--- src/rtl/itype_pkg.sv ---
// Shared constants and decode-beat layout for the RV32 OP-IMM decode stage.
package itype_pkg;

  localparam logic [6:0] OPC_OP_IMM = 7'b0010011;

  localparam logic [2:0] F3_ADDI = 3'b000;
  localparam logic [2:0] F3_SLLI = 3'b001;
  localparam logic [2:0] F3_XORI = 3'b100;
  localparam logic [2:0] F3_SRXI = 3'b101;
  localparam logic [2:0] F3_ORI  = 3'b110;
  localparam logic [2:0] F3_ANDI = 3'b111;

  localparam int unsigned OP_ADDI = 0;
  localparam int unsigned OP_SLLI = 1;
  localparam int unsigned OP_XORI = 2;
  localparam int unsigned OP_SRLI = 3;
  localparam int unsigned OP_SRAI = 4;
  localparam int unsigned OP_ORI  = 5;
  localparam int unsigned OP_ANDI = 6;
  localparam int unsigned OP_W    = 7;

  localparam logic [6:0] FUNCT7_SRA = 7'b0100000;

  typedef struct packed {
    logic [OP_W-1:0] op;
    logic [4:0]      rs1;
    logic [4:0]      rd;
    logic            rd_en;
    logic            wr_en;
    logic            illegal;
  } beat_ctl_t;

  localparam int unsigned BEAT_CTL_W = $bits(beat_ctl_t);

endpackage

--- src/rtl/itype_decode_comb.sv ---
// Pure combinational OP-IMM decode of one instruction word into a beat.
module itype_decode_comb
  import itype_pkg::*;
#(
  parameter int unsigned XLEN = 32
) (
  input  logic [31:0]     instr,
  output logic            is_op_imm,
  output beat_ctl_t       ctl,
  output logic [XLEN-1:0] imm
);

  localparam int unsigned SHW = $clog2(XLEN);
  // Bits above the shamt field that must match a shift funct pattern.
  localparam int unsigned FW  = 12 - SHW;

  logic [FW-1:0]  funct_hi;
  logic [FW-1:0]  sra_pat;
  logic [SHW-1:0] shamt;
  logic [2:0]     f3;
  logic           shift;

  assign is_op_imm = (instr[6:0] == OPC_OP_IMM);
  assign f3        = instr[14:12];
  assign funct_hi  = instr[31 -: FW];
  assign sra_pat   = FUNCT7_SRA[6 -: FW];
  assign shamt     = instr[20 +: SHW];

  always_comb begin
    ctl   = '0;
    shift = 1'b0;
    imm   = {{(XLEN-12){instr[31]}}, instr[31:20]};
    case (f3)
      F3_ADDI: ctl.op[OP_ADDI] = 1'b1;
      F3_XORI: ctl.op[OP_XORI] = 1'b1;
      F3_ORI:  ctl.op[OP_ORI]  = 1'b1;
      F3_ANDI: ctl.op[OP_ANDI] = 1'b1;
      F3_SLLI: begin
        shift = 1'b1;
        if (funct_hi == '0) ctl.op[OP_SLLI] = 1'b1;
        else                ctl.illegal     = 1'b1;
      end
      F3_SRXI: begin
        shift = 1'b1;
        if (funct_hi == '0)          ctl.op[OP_SRLI] = 1'b1;
        else if (funct_hi == sra_pat) ctl.op[OP_SRAI] = 1'b1;
        else                          ctl.illegal     = 1'b1;
      end
      default: ctl.illegal = 1'b1;
    endcase
    if (shift) imm = {{(XLEN-SHW){1'b0}}, shamt};
    ctl.rs1   = instr[19:15];
    ctl.rd    = instr[11:7];
    ctl.rd_en = !ctl.illegal;
    ctl.wr_en = !ctl.illegal && (instr[11:7] != 5'd0);
  end

endmodule

--- src/rtl/itype_decode_stage.sv ---
// OP-IMM decode stage: registered output beat with one skid entry and event counters.
module itype_decode_stage
  import itype_pkg::*;
#(
  parameter int unsigned XLEN  = 32,
  parameter int unsigned CNT_W = 16
) (
  input  logic             clk,
  input  logic             reset,
  input  logic             in_valid,
  output logic             in_ready,
  input  logic [31:0]      in_instr,
  output logic             out_valid,
  input  logic             out_ready,
  output logic [OP_W-1:0]  out_op,
  output logic [4:0]       out_rs1,
  output logic [4:0]       out_rd,
  output logic [XLEN-1:0]  out_imm,
  output logic             out_rd_en,
  output logic             out_wr_en,
  output logic             out_illegal,
  output logic [CNT_W-1:0] dec_count,
  output logic [CNT_W-1:0] illegal_count
);

  logic            dec_is_op_imm;
  beat_ctl_t       dec_ctl;
  logic [XLEN-1:0] dec_imm;

  itype_decode_comb #(
    .XLEN (XLEN)
  ) u_decode (
    .instr     (in_instr),
    .is_op_imm (dec_is_op_imm),
    .ctl       (dec_ctl),
    .imm       (dec_imm)
  );

  beat_ctl_t       out_ctl_q, out_ctl_d, skid_ctl_q, skid_ctl_d;
  logic [XLEN-1:0] out_imm_q, out_imm_d, skid_imm_q, skid_imm_d;
  logic            out_valid_q, out_valid_d, skid_valid_q, skid_valid_d;
  logic [CNT_W-1:0] dec_cnt_q, dec_cnt_d, ill_cnt_q, ill_cnt_d;

  logic push, out_fire;

  assign in_ready = !skid_valid_q;
  assign out_fire = out_valid_q && out_ready;
  // Non-OP-IMM words are consumed but never produce a beat.
  assign push     = in_valid && in_ready && dec_is_op_imm;

  always_comb begin
    out_ctl_d    = out_ctl_q;
    out_imm_d    = out_imm_q;
    out_valid_d  = out_valid_q;
    skid_ctl_d   = skid_ctl_q;
    skid_imm_d   = skid_imm_q;
    skid_valid_d = skid_valid_q;
    dec_cnt_d    = dec_cnt_q;
    ill_cnt_d    = ill_cnt_q;

    if (out_fire || !out_valid_q) begin
      if (skid_valid_q) begin
        out_ctl_d    = skid_ctl_q;
        out_imm_d    = skid_imm_q;
        out_valid_d  = 1'b1;
        skid_valid_d = push;
        if (push) begin
          skid_ctl_d = dec_ctl;
          skid_imm_d = dec_imm;
        end
      end else if (push) begin
        out_ctl_d   = dec_ctl;
        out_imm_d   = dec_imm;
        out_valid_d = 1'b1;
      end else begin
        out_valid_d = 1'b0;
      end
    end else if (push) begin
      skid_ctl_d   = dec_ctl;
      skid_imm_d   = dec_imm;
      skid_valid_d = 1'b1;
    end

    if (out_fire) begin
      if (out_ctl_q.illegal) begin
        if (ill_cnt_q != '1) ill_cnt_d = ill_cnt_q + CNT_W'(1);
      end else begin
        if (dec_cnt_q != '1) dec_cnt_d = dec_cnt_q + CNT_W'(1);
      end
    end
  end

  always_ff @(posedge clk or posedge reset) begin
    if (reset) begin
      out_ctl_q    <= '0;
      out_imm_q    <= '0;
      out_valid_q  <= 1'b0;
      skid_ctl_q   <= '0;
      skid_imm_q   <= '0;
      skid_valid_q <= 1'b0;
      dec_cnt_q    <= '0;
      ill_cnt_q    <= '0;
    end else begin
      out_ctl_q    <= out_ctl_d;
      out_imm_q    <= out_imm_d;
      out_valid_q  <= out_valid_d;
      skid_ctl_q   <= skid_ctl_d;
      skid_imm_q   <= skid_imm_d;
      skid_valid_q <= skid_valid_d;
      dec_cnt_q    <= dec_cnt_d;
      ill_cnt_q    <= ill_cnt_d;
    end
  end

  assign out_valid     = out_valid_q;
  assign out_op        = out_ctl_q.op;
  assign out_rs1       = out_ctl_q.rs1;
  assign out_rd        = out_ctl_q.rd;
  assign out_imm       = out_imm_q;
  assign out_rd_en     = out_ctl_q.rd_en;
  assign out_wr_en     = out_ctl_q.wr_en;
  assign out_illegal   = out_ctl_q.illegal;
  assign dec_count     = dec_cnt_q;
  assign illegal_count = ill_cnt_q;

endmodule

--- config.mk ---
export PLATFORM = sky130hd
export DESIGN_NAME = itype_decode_stage
export DESIGN_NICKNAME = d
export VERILOG_FILES = /design/src/rtl/itype_pkg.sv /design/src/rtl/itype_decode_comb.sv /design/src/rtl/itype_decode_stage.sv
export SDC_FILE = /design/constraint.sdc
export NUM_CORES = 1
export LEC_CHECK = 0
export ABC_AREA = 1
export CAP_MARGIN = 0
export CORE_MARGIN = 4
export CORE_UTILIZATION = 28
export CTS_CLUSTER_SIZE = 30
export DETAILED_ROUTE_END_ITERATION = 7
export GPL_TIMING_DRIVEN = 0
export SYNTH_ARGS = -nofsm -noshare
export SYNTH_HDL_FRONTEND = slang
export SYNTH_SLANG_ARGS = --single-unit
--- constraint.sdc ---
create_clock -name clk -period 5.3 [get_ports clk]
set_clock_uncertainty 0.1 [all_clocks]
set_input_delay 1.06 -clock clk [delete_from_list [all_inputs] [get_ports clk]]
set_output_delay 1.06 -clock clk [all_outputs]
set_load 0.01 [all_outputs]
==> run_results.csv <==
group,metric,value,unit
status,status,"finished clean",
worst_setup_path,path_max_fanout,10,
worst_setup_path,max_stage_delay,580,ps
synth,synth_area_per_cell,8.02,sq um
global_route,antenna_found_initial,0,
layout,final_core_util,38.6,%
worst_setup_path,critical-path-top-delay-family,"buffers and inverters",
synth,synth.net_count,672,
synth,synth.top_cell.area_share,48.2,%
layout,area_growth,35.9,%
placement,port_buffers,121,
drt,drc_errors,0,
timing,fmax,0.319,GHz
placement,dp_hpwl,9.96,mm
floorplan,fp.coreArea,17900,sq um
worst_setup_path,r2r_start,"dec_count[0]$_DFFE_PP0P_",
global_route,grt_pass1_vias,4287,
global_route,grt_use_total,13.7,%
timing,slew_headroom,57.2,%
layout,drive_gt1_share,10.4,%
worst_setup_path,crit_start,"skid_valid_q$_DFFE_PP0P_",
floorplan,die-width,143,um
worst_hold_path,hold_start,"skid_imm_q[0]$_DFFE_PP0P_",
worst_setup_path,crit_buf_inv,4,
drt,drt_iter0_markers,223,
global_route,grt_pass1_wl,22.1,mm
global_route,grt_max_degree,52,
timing,hold_violations,0,
layout,fin_nets,805,
synth,yosysSeqAreaShare,48.2,%
drt,drt_pre_antenna_iters,4,
placement,place_congestion,0.855,
timing,setup_viol,0,
timing,finalHoldWorstSlack,374,ps
synth,synth_cells,634,
clock_tree,cts_max_level,3,
worst_setup_path,required,4140,ps
timing,finalCritPeriodShare,59.1,%
layout,final_cell_mix,"nand2_1, clkdlybuf4s50_1, dfrtp_1",
clock_tree,cts_tree,"built",
layout,fin_cells,1001,
power,leakagePower,3.24,nW
floorplan,io_pins,122,
worst_setup_path,crit_path_start_kind,"flop",
placement,placed_cell_area,6610,sq um
placement,place_ws,2480,ps
worst_setup_path,crit_slowest_cell,"clkdlybuf4s50_1",
drt,avgViaCountPerCell,4.43,
floorplan,fp.dieArea,20400,sq um
clock_tree,clkSinkCount,98,
clock_tree,insertion_delay,350,ps
clock_tree,cts_root_buf,"clkbuf_16",
worst_setup_path,cp.arrival,1970,ps
drt,vias,4434,
worst_setup_path,critPathKind,"reg2out",
timing,slew_viol_final,0,
worst_hold_path,hp-class,"reg2reg",
power,peakVddDrop,0.141,mV
clock_tree,postCtsHoldBufs,0,
clock_tree,cts_resized,0,
clock_tree,cts_setup_buffers,0,
power,power,1.88,mW
floorplan,initial_core_util,28.4,%
flow_run,cap_violations,0,
timing,max_slew.worst_pin.slew,642,ps
placement,dp_cells,985,
drt,detail_route.wl_per_cell,13.7,um
floorplan,row_count,49,
synth,synth_cell_types,31,
layout,antenna_cells_inserted,0,
synth,synth_warnings,0,
clock_tree,cts_buffers,9,
timing,setup_slack,2170,ps
timing,fin_tns_setup,0,ps
floorplan,die_y,143,um
clock_tree,cts.reportedPaths.clkPinSlew,70,ps
synth,yosys.area.top_type,"dfrtp_1",
clock_tree,clock_path_buffers,2,
synth,synth-seq-cells,98,
synth,synth_area,5080,sq um
power,power_density,272,nW/um^2
drt,final_antenna_net_count,0,
global_route,gr-total-overflow,0,
synth,synth_area_leaders,"dfrtp_1, nand2_1, o21ai_0",
worst_setup_path,crit_path_cell_trace,"buf_4 -> inv_1 -> buf_2 -> clkdlybuf4s50_1",
timing,rsz0062_at_grt,"no",
layout,design_area,6910,sq um
layout,final_common_cell,"nand2_1",
worst_setup_path,end_kind,"primary output",
timing,fin_crit,3130,ps
drt,drt-total-wl,13.7,mm
-- registers in the layout, indices dropped and copies added, names as in the netlist --
signal	flops
out_illegal	1
out_imm	12
out_rs1	5
out_wr_en	1
out_rd_en	1
dec_count	16
out_rd	5
out_valid	1
skid_ctl_q	20
illegal_count	16
out_op	7
skid_valid_q	1
skid_imm_q	12
-- kinds of logic after synthesis --
kind of cell               count (synthesis)  synth area share (%)
muxes                                     16                  3.15
xor gates and xnor gates                  20                  3.45
AOI/OAI and AO/OA                         71                  7.43
adders and majority gates                  2                 0.492
DFF                                       98                  48.2
buffers and inverters                     94                  9.87
and+or+nand+nor                          333                  27.4
-- final cells by class --
class | instances | area, sq um
Fill cell | 1850 | 11000
Sequential cell | 98 | 2450
Multi-Input combinational cell | 442 | 2130
Timing Repair Buffer | 122 | 1240
Buffer | 42 | 304
Tap cell | 229 | 287
Clock buffer | 10 | 229
Inverter | 52 | 200
Clock inverter | 6 | 66.3
-- synthesized netlist by cell type, drive strengths merged --
cell and instances:
clkbuf 3, mux2i 16, nor2 42, nand3 31, o21ai 71, ha 2, and2 1, nand2 241
nand4 2, buf 39, inv 52, nor3 15, xnor2 9, nand3b 1, dfrtp 98, xor2 11
-- worst reg2reg max path, cell delays in order, from the launching register on --
cell and delay [ps]:
dfrtp_1 440, ha_1 260, nand3_1 170, nor2_2 190
nand3_1 120, nand2_2 100, inv_2 40, buf_4 160
nand3_1 70, nand2_1 50
-- report_power, final --
group          internal, mW  switching, mW
combinational         0.209          0.152
sequential            0.802         0.0535
clock                 0.368          0.297
total                  1.38          0.503
-- routing by layer --
layer / GRT usage [%] / wire length [um] / share of wire [%] / vias up
met4: 2.65 / 102 / 0.74 / 0
met2: 21.8 / 6200 / 45 / 125
met3: 4.05 / 909 / 6.6 / 10
met5: 0 / 0 / 0 / -
li1: - / - / - / 2246
met1: 18.7 / 6500 / 47 / 2053
-- path summary, 6_finish.rpt --
check	to	slack, ps	cells past startpoint
worst max-delay path	in_ready	2170	4
worst min-delay path	skid_imm_q[0]$_DFFE_PP0P_	370	2
worst max register to register	dec_count[2]$_DFFE_PP0P_	3480	9
worst min register to register	skid_imm_q[0]$_DFFE_PP0P_	370	2
max in group asynchronous	out_op[3]$_DFFE_PP0P_	3370	3
min in group asynchronous	illegal_count[11]$_DFFE_PP0P_	1050	2
(Power assumes the default switching activity.)
